===== config.mk =====
export PLATFORM = sky130hd
export DESIGN_NAME = mips_bus_controller
export DESIGN_NICKNAME = d
export VERILOG_FILES = /design/src/rtl/mips_bus_controller.sv
export SDC_FILE = /design/constraint.sdc
export NUM_CORES = 1
export LEC_CHECK = 0
export ABC_AREA = 0
export CAP_MARGIN = 20
export CORE_ASPECT_RATIO = 0.6
export CORE_UTILIZATION = 43
export CTS_BUF_LIST = sky130_fd_sc_hd__clkbuf_4 sky130_fd_sc_hd__clkbuf_8 sky130_fd_sc_hd__clkbuf_16
export DETAILED_ROUTE_END_ITERATION = 10
export GPL_ROUTABILITY_DRIVEN = 1
export PLACE_DENSITY = 0.9
export SYNTH_ARGS = -nofsm -noshare
export SYNTH_HDL_FRONTEND = slang
export SYNTH_SLANG_ARGS = --single-unit

===== constraint.sdc =====
create_clock -name clk -period 4.4 [get_ports clk]
set_clock_uncertainty 0.05 [all_clocks]
set_input_delay 0.88 -clock clk [delete_from_list [all_inputs] [get_ports clk]]
set_output_delay 0.88 -clock clk [all_outputs]
set_load 0.01 [all_outputs]

===== src/rtl/mips_bus_controller.sv =====
// rtl/mips_bus_controller.sv - arbitrates MIPS fetch and data requests onto one Avalon-MM master port
module mips_bus_controller (
  input  logic        clk,
  input  logic        reset_n,
  input  logic        fetch_req,
  input  logic [31:0] fetch_addr,
  input  logic        data_req,
  input  logic        data_write,
  input  logic [31:0] data_addr,
  input  logic [3:0]  data_byteenable,
  input  logic [31:0] data_writedata,
  input  logic        halt_req,
  output logic [31:0] address,
  output logic        read,
  output logic        write,
  output logic [3:0]  byteenable,
  output logic [31:0] writedata,
  input  logic [31:0] readdata,
  input  logic        waitrequest,
  output logic        fetch_done,
  output logic        data_done,
  output logic [31:0] rdata,
  output logic        active,
  output logic        bus_error
);

  typedef enum logic [1:0] {
    IDLE   = 2'd0,
    FETCH  = 2'd1,
    DATA   = 2'd2,
    HALTED = 2'd3
  } state_t;

  state_t      state_q, state_d;
  logic [7:0]  stall_q, stall_d;
  logic [31:0] address_q, address_d;
  logic [31:0] writedata_q, writedata_d;
  logic [31:0] rdata_q, rdata_d;
  logic [3:0]  byteenable_q, byteenable_d;
  logic        read_q, read_d;
  logic        write_q, write_d;
  logic        fetch_done_q, fetch_done_d;
  logic        data_done_q, data_done_d;
  logic        active_q, active_d;
  logic        bus_error_q, bus_error_d;

  logic        data_go, fetch_go, busy, timeout;
  logic        unused_addr_lsbs;

  // A requester still sees its own done pulse this cycle and has not yet dropped
  // its request, so that request must not be accepted a second time.
  assign data_go  = data_req && !data_done_q;
  assign fetch_go = fetch_req && !fetch_done_q;
  assign busy     = (state_q == FETCH) || (state_q == DATA);
  assign timeout  = busy && waitrequest && (stall_q == 8'd254);

  assign unused_addr_lsbs = ^{fetch_addr[1:0], data_addr[1:0]};

  always_ff @(posedge clk) begin
    if (!reset_n) begin
      state_q      <= IDLE;
      stall_q      <= 8'd0;
      address_q    <= 32'd0;
      writedata_q  <= 32'd0;
      rdata_q      <= 32'd0;
      byteenable_q <= 4'b0000;
      read_q       <= 1'b0;
      write_q      <= 1'b0;
      fetch_done_q <= 1'b0;
      data_done_q  <= 1'b0;
      active_q     <= 1'b1;
      bus_error_q  <= 1'b0;
    end else begin
      state_q      <= state_d;
      stall_q      <= stall_d;
      address_q    <= address_d;
      writedata_q  <= writedata_d;
      rdata_q      <= rdata_d;
      byteenable_q <= byteenable_d;
      read_q       <= read_d;
      write_q      <= write_d;
      fetch_done_q <= fetch_done_d;
      data_done_q  <= data_done_d;
      active_q     <= active_d;
      bus_error_q  <= bus_error_d;
    end
  end

  always_comb begin
    state_d = state_q;
    case (state_q)
      IDLE: begin
        if (halt_req)      state_d = HALTED;
        else if (data_go)  state_d = DATA;
        else if (fetch_go) state_d = FETCH;
      end
      FETCH, DATA: begin
        if (!waitrequest)  state_d = IDLE;
        else if (timeout)  state_d = HALTED;
      end
      default:             state_d = HALTED;
    endcase
  end

  always_comb begin
    stall_d      = stall_q;
    address_d    = address_q;
    writedata_d  = writedata_q;
    rdata_d      = rdata_q;
    byteenable_d = byteenable_q;
    read_d       = read_q;
    write_d      = write_q;
    fetch_done_d = 1'b0;
    data_done_d  = 1'b0;
    bus_error_d  = bus_error_q;
    active_d     = (state_d != HALTED);
    case (state_q)
      IDLE: begin
        if (!halt_req && data_go) begin
          address_d    = {data_addr[31:2], 2'b00};
          byteenable_d = data_byteenable;
          writedata_d  = data_writedata;
          read_d       = !data_write;
          write_d      = data_write;
          stall_d      = 8'd0;
        end else if (!halt_req && fetch_go) begin
          address_d    = {fetch_addr[31:2], 2'b00};
          byteenable_d = 4'b1111;
          read_d       = 1'b1;
          write_d      = 1'b0;
          stall_d      = 8'd0;
        end
      end
      FETCH, DATA: begin
        if (!waitrequest) begin
          if (read_q) rdata_d = readdata;
          read_d       = 1'b0;
          write_d      = 1'b0;
          fetch_done_d = (state_q == FETCH);
          data_done_d  = (state_q == DATA);
        end else if (timeout) begin
          // Slave never answered: abandon the access and stop for good.
          read_d      = 1'b0;
          write_d     = 1'b0;
          bus_error_d = 1'b1;
          stall_d     = 8'd255;
        end else begin
          stall_d = stall_q + 8'd1;
        end
      end
      default: begin
        read_d  = 1'b0;
        write_d = 1'b0;
      end
    endcase
  end

  assign address    = address_q;
  assign read       = read_q;
  assign write      = write_q;
  assign byteenable = byteenable_q;
  assign writedata  = writedata_q;
  assign fetch_done = fetch_done_q;
  assign data_done  = data_done_q;
  assign rdata      = rdata_q;
  assign active     = active_q;
  assign bus_error  = bus_error_q;

endmodule


**After elaboration in Yosys (flattened, before gate mapping)**

Index checks and enable logic that the tools add are counted.

- Register bits: 116
- Bits of input ports: 139
- Word-level logic and storage cells: 68
- Memories: 0
- RAM bits: 0
- Latch bits: 0
- ROM bits: 0
- Output and inout bits: 106

- Shift operators: 0
- Multiply operators: 0
- $lt $le $gt $ge: 0
- $add $sub $neg: 1
- Mux-type cells: 23
- Reductions and logical operators: 22
- Bitwise operators: 3
- Equality and inequality tests: 7
- Divide/modulo/power cells: 0

Operators with widths:

| cell | count |
|---|---|
| $mux 32 | 2 |
| $mux 8 | 4 |
| $pmux 8 s2 | 1 |
| $mux 2 | 5 |
| $reduce_and 3->1 | 3 |
| $add 8x1->8 const B | 1 |
| $eq 8x8->1 const B | 1 |
| $mux 4 | 2 |
| $logic_and 1x1->1 | 6 |
| $mux 1 | 6 |
| $ne 3x3->1 const B | 2 |
| $reduce_and 2->1 | 3 |
| $logic_not 1->1 | 4 |
| $ne 2x2->1 const B | 2 |
| $pmux 1 s2 | 2 |
| $pmux 2 s2 | 1 |
| $reduce_bool 2->1 | 2 |
| $not 1->1 | 3 |
| $reduce_or 3->1 | 1 |
| $eq 2x1->1 const B | 1 |
| $eq 2x2->1 const B | 1 |
| $logic_not 2->1 | 1 |
| $reduce_or 2->1 | 1 |
| $logic_or 1x1->1 | 1 |

**Longest topological paths before layout**

- Word-level depth: 8
- Gate-level depth with buffers: 8
- Gate-level depth less buffers: 6

**Worst setup path before layout**

Ideal clock, no wire load.

- Path kind: input port to flip-flop
- Start point: in halt_req
- End point: reg address_q[22] (netlist: address[22])
- Arrival: 1.827 ns
- Buffers on the path: 3
- Slack: 2.377 ns
- Required time: 4.204 ns
- Library setup time: 0.146 ns
- Stages on the path: 6
- Cells stage by stage: buf_6 -> nor3b_1 -> buf_4 -> buf_4 -> mux2i_1 -> a211oi_2

- Word-level cells in the longest chain between the ends: 4
- Elaborated cells between the ends (all ways): 6
- Those cells by class: mux (1); reduce/logical (5)

RTL lines:

| item | RTL line | RTL |
|---|---|---|
| start, declared | 12 | `input logic halt_req,` |
| $logic_not 1->1 (*) | 119, 126 |  |
| $logic_and 1x1->1, on equally long branches | 119, 126 |  |
| $reduce_bool 2->1 (no source line) | - |  |
| $reduce_and 2->1 (no source line) | - |  |
| end signal, assigned | 76 | `address_q <= address_d;` |
| end, declared | 36 | `logic [31:0] address_q, address_d;` |

Every way passes the cells marked *; elsewhere a longest branch is shown, timed or not.
A chain may end at the register's enable or synchronous reset.

**Worst setup path in the final report**

- Start point: in reset_n
- End point: reg address_q[30] (netlist: address[30])

RTL lines:

| item | RTL line | RTL |
|---|---|---|
| start, declared | 4 | `input logic reset_n,` |

No word-level cell between the ends.

==> summary.txt <==
Post-synthesis compound-gate area fraction: 20.72%
Critical Path End Type: flop
Synth Area in XOR/XNOR: 0%
Reg2Reg Depth: 7
Critical path type: input port to flop
IO buf count: 238
Num ports: 245
Crit path time final: 2623 ps
CP Launch Type: input port
Distinct cells, synth: 43
Crit path DAT: 2880 ps
F_max: 381.3 MHz
Fill cell count: 734
Final ANT Viol Nets: 0
Register area share after synthesis: 47.48%
Root buf cell: clkbuf_16
H-tree Lvls: 4
Design area: 7860 µm²
Crit-path slowest cell: clkinv_2
Critical R2R Capture: rdata[10]
DP Wirelength: 10750 µm
Ratio of cells with drive above 1 in the final layout: 10.28%
Initial antenna violation count: 0
Total clock sinks: 114
Cell Area, Placed: 7222 µm²
Hold endpoint: bus_error
Number of antenna diodes: 0
Gr ovfl total: 0
Final hold violation count: 0
Die W: 138.5 µm
Worst r2r src: state_q[0]
Via/cell ratio: 5.152
Synth Flop Type: dfxtp_1
Die area: 11620 µm²
PD cells: 428.3 nW/µm²
First-pass GRT wire length: 23200 µm
Pin count of the biggest net entering global routing: 65
CP Max Fanout: 56
Detailed Route WL: 14560 µm
Syn avg cell area: 8.902 µm²
Die Height: 83.90 µm
Post-Synthesis Cells: 540
Status: complete, but fails checks
CTS tree: done
Number of flops mapped to enable cells by yosys: 0
Worst slew pin tran: 749.3 ps
Headroom to the max-slew limit: 50.05%
Final Cycle Share: 59.61%
Final setup viols: 0
VDD IR-drop max: 0.2791 mV
Critical path's largest stage delay: 640 ps
WP data required: 4660 ps
#FFs+latches synth: 114
Multiplexer area fraction after synthesis: 6.871%
Hold Crit Class: flop to flop
RSZ-0062 raised after global routing: no
Tot GR Track Use: 25.16%
Most frequent cells in the layout: clkdlybuf4s50_1, nand2_1, dfxtp_1
Clock buffer count from CTS: 17
Adder-Cell Fraction of Synth Area: 1.562%
Layout area overhead: 63.51%
Leak: 2.813 nW
Hold path depth: 2
Min-delay src: bus_error
Vias in the first global route: 4702
Vias post-DR: 4724
Worst reg2reg setup slack: 2000 ps
Post-CTS Setup Inserts: 0
Synth warn: 0
Failing checks: design-rule violations
Area of the core: 10700 µm²
Iteration-0 DRC Markers: 303
Reg clk slew, reported paths: 50 ps
Row count: 29
Nets: 911
Final Max Tran Viols: 0
Max_cap viols: 0
Maximum clock path buffer count: 2
Synth async-reset ratio: 0%
Routability congestion estimate: 0.8989
Wire per inst: 15.87 µm
Commonest non-fill, non-tap cell in the layout: clkdlybuf4s50_1
Post-synthesis simple-gate area fraction: 17.86%
Setup TNS: 0 ps
Post-CTS Hold Buffers: 0
Worst skew pair latency: 390 ps
# DRC: 30
Post-cts gate resize count: 0
Starting density of the core: 44.91%
Drt first pass iters: 8
Mapped cell area: 4807 µm²
Largest family of logic cells by synthesized area: compound AO/OA/AOI/OAI gates
CP Cell Sequence: clkdlybuf4s50_1 > buf_4 > clkinv_2 > buf_12 > a211oi_2
-- registers in the layout (all words and copies together) (netlist names), 2 cells and up --
name	flops
address	30
byteenable	4
rdata	32
stall_q	8
state_q	2
writedata	32
-- cell families (layout without fill, tap and decap cells) --
group,after synthesis,count (layout)
simple gates,206,206
compound gates,133,133
flops,114,114
buf+inv,47,284
mux,33,33
fa+ha+maj,6,6
other cells,1,2
-- power by group --
part | switching, mW | internal, mW | total [mW]
Clock | 0.451 | 0.876 | 1.33
Combinational | 0.409 | 0.430 | 0.839
Sequential | 0.0616 | 1.14 | 1.20
-- area by class of cell --
cell class | count | area (µm²) | area share [%]
Timing Repair Buffer | 246 | 2515 | 32.00
Sequential cell | 114 | 2282 | 29.04
Multi-Input combinational cell | 380 | 2278 | 28.99
Clock buffer | 21 | 474.2 | 6.033
Tap cell | 139 | 173.9 | 2.213
Clock inverter | 10 | 108.9 | 1.385
Inverter | 7 | 27.53 | 0.3502
-- worst max-delay path: cells and delay by family --
kind                   cells  cell delay [ps]
buffers and inverters      4             1800
AOI/OAI and AO/OA          1              180
-- through the flow --
| stage | instances | worst slack, ps | utilization, % | hold WS [ps] | power [mW] |
|---|---|---|---|---|---|
| after floorplan | 541 | 2377 | - | 396.5 | 1.655 |
| after global placement | 883 | 1192 | 67.21 | 385.8 | 1.995 |
| after detailed placement | 884 | 1256 | 67.47 | 393.0 | 2.042 |
| after CTS | 915 | 1547 | 72.92 | 403.9 | 3.375 |
| after global routing | 917 | 1681 | 73.43 | 419.7 | 3.524 |
| final | 917 | 1777 | 73.43 | 400.6 | 3.366 |
-- cell usage after synthesis (2+ instances only) --
cell,n,area share [%]
nand2_1,145,11
dfxtp_1,114,47
a21oi_1,72,7.5
mux2i_1,33,6.9
nor2_1,32,2.5
a211oi_2,30,7.8
clkbuf_1,16,1.2
buf_2,11,1.1
nand3_1,9,0.94
buf_4,7,1.1
buf_6,6,1.4
ha_1,6,1.6
inv_1,5,0.39
and3_1,4,0.52
o21ai_0,4,0.42
o221a_2,4,0.94
o22ai_1,4,0.52
a32o_1,3,0.62
and2_1,3,0.39
nand2b_1,3,0.39
a21o_1,2,0.31
a22o_1,2,0.36
nand2b_4,2,0.57
nor3_1,2,0.21
o211ai_1,2,0.31
o31ai_1,2,0.31
-- layer usage --
metal | share of wire (%) | vias up | wire [µm] | track usage [%]
met2 | 51 | 194 | 7351 | 45.41
met4 | 1.4 | 0 | 201 | 8.580
met5 | 0 | - | 0 | 0
li1 | - | 2304 | - | -
met1 | 40 | 2207 | 5856 | 28.52
met3 | 7.9 | 19 | 1147 | 7.229
-- how the worst max path moves through the flow --
stage / from / to / slack (ps) / depth (start not counted)
6_report: reset_n / address[30] / 1780 / 5
3_3_place_gp: halt_req / byteenable[1] / 1190 / 4
2_1_floorplan: halt_req / address[22] / 2380 / 6
3_5_place_dp: waitrequest / rdata[10] / 1260 / 5
4_1_cts: state_q[0] / rdata[10] / 1550 / 6
5_1_grt: reset_n / address[26] / 1680 / 5
(Power assumes the default switching activity.)
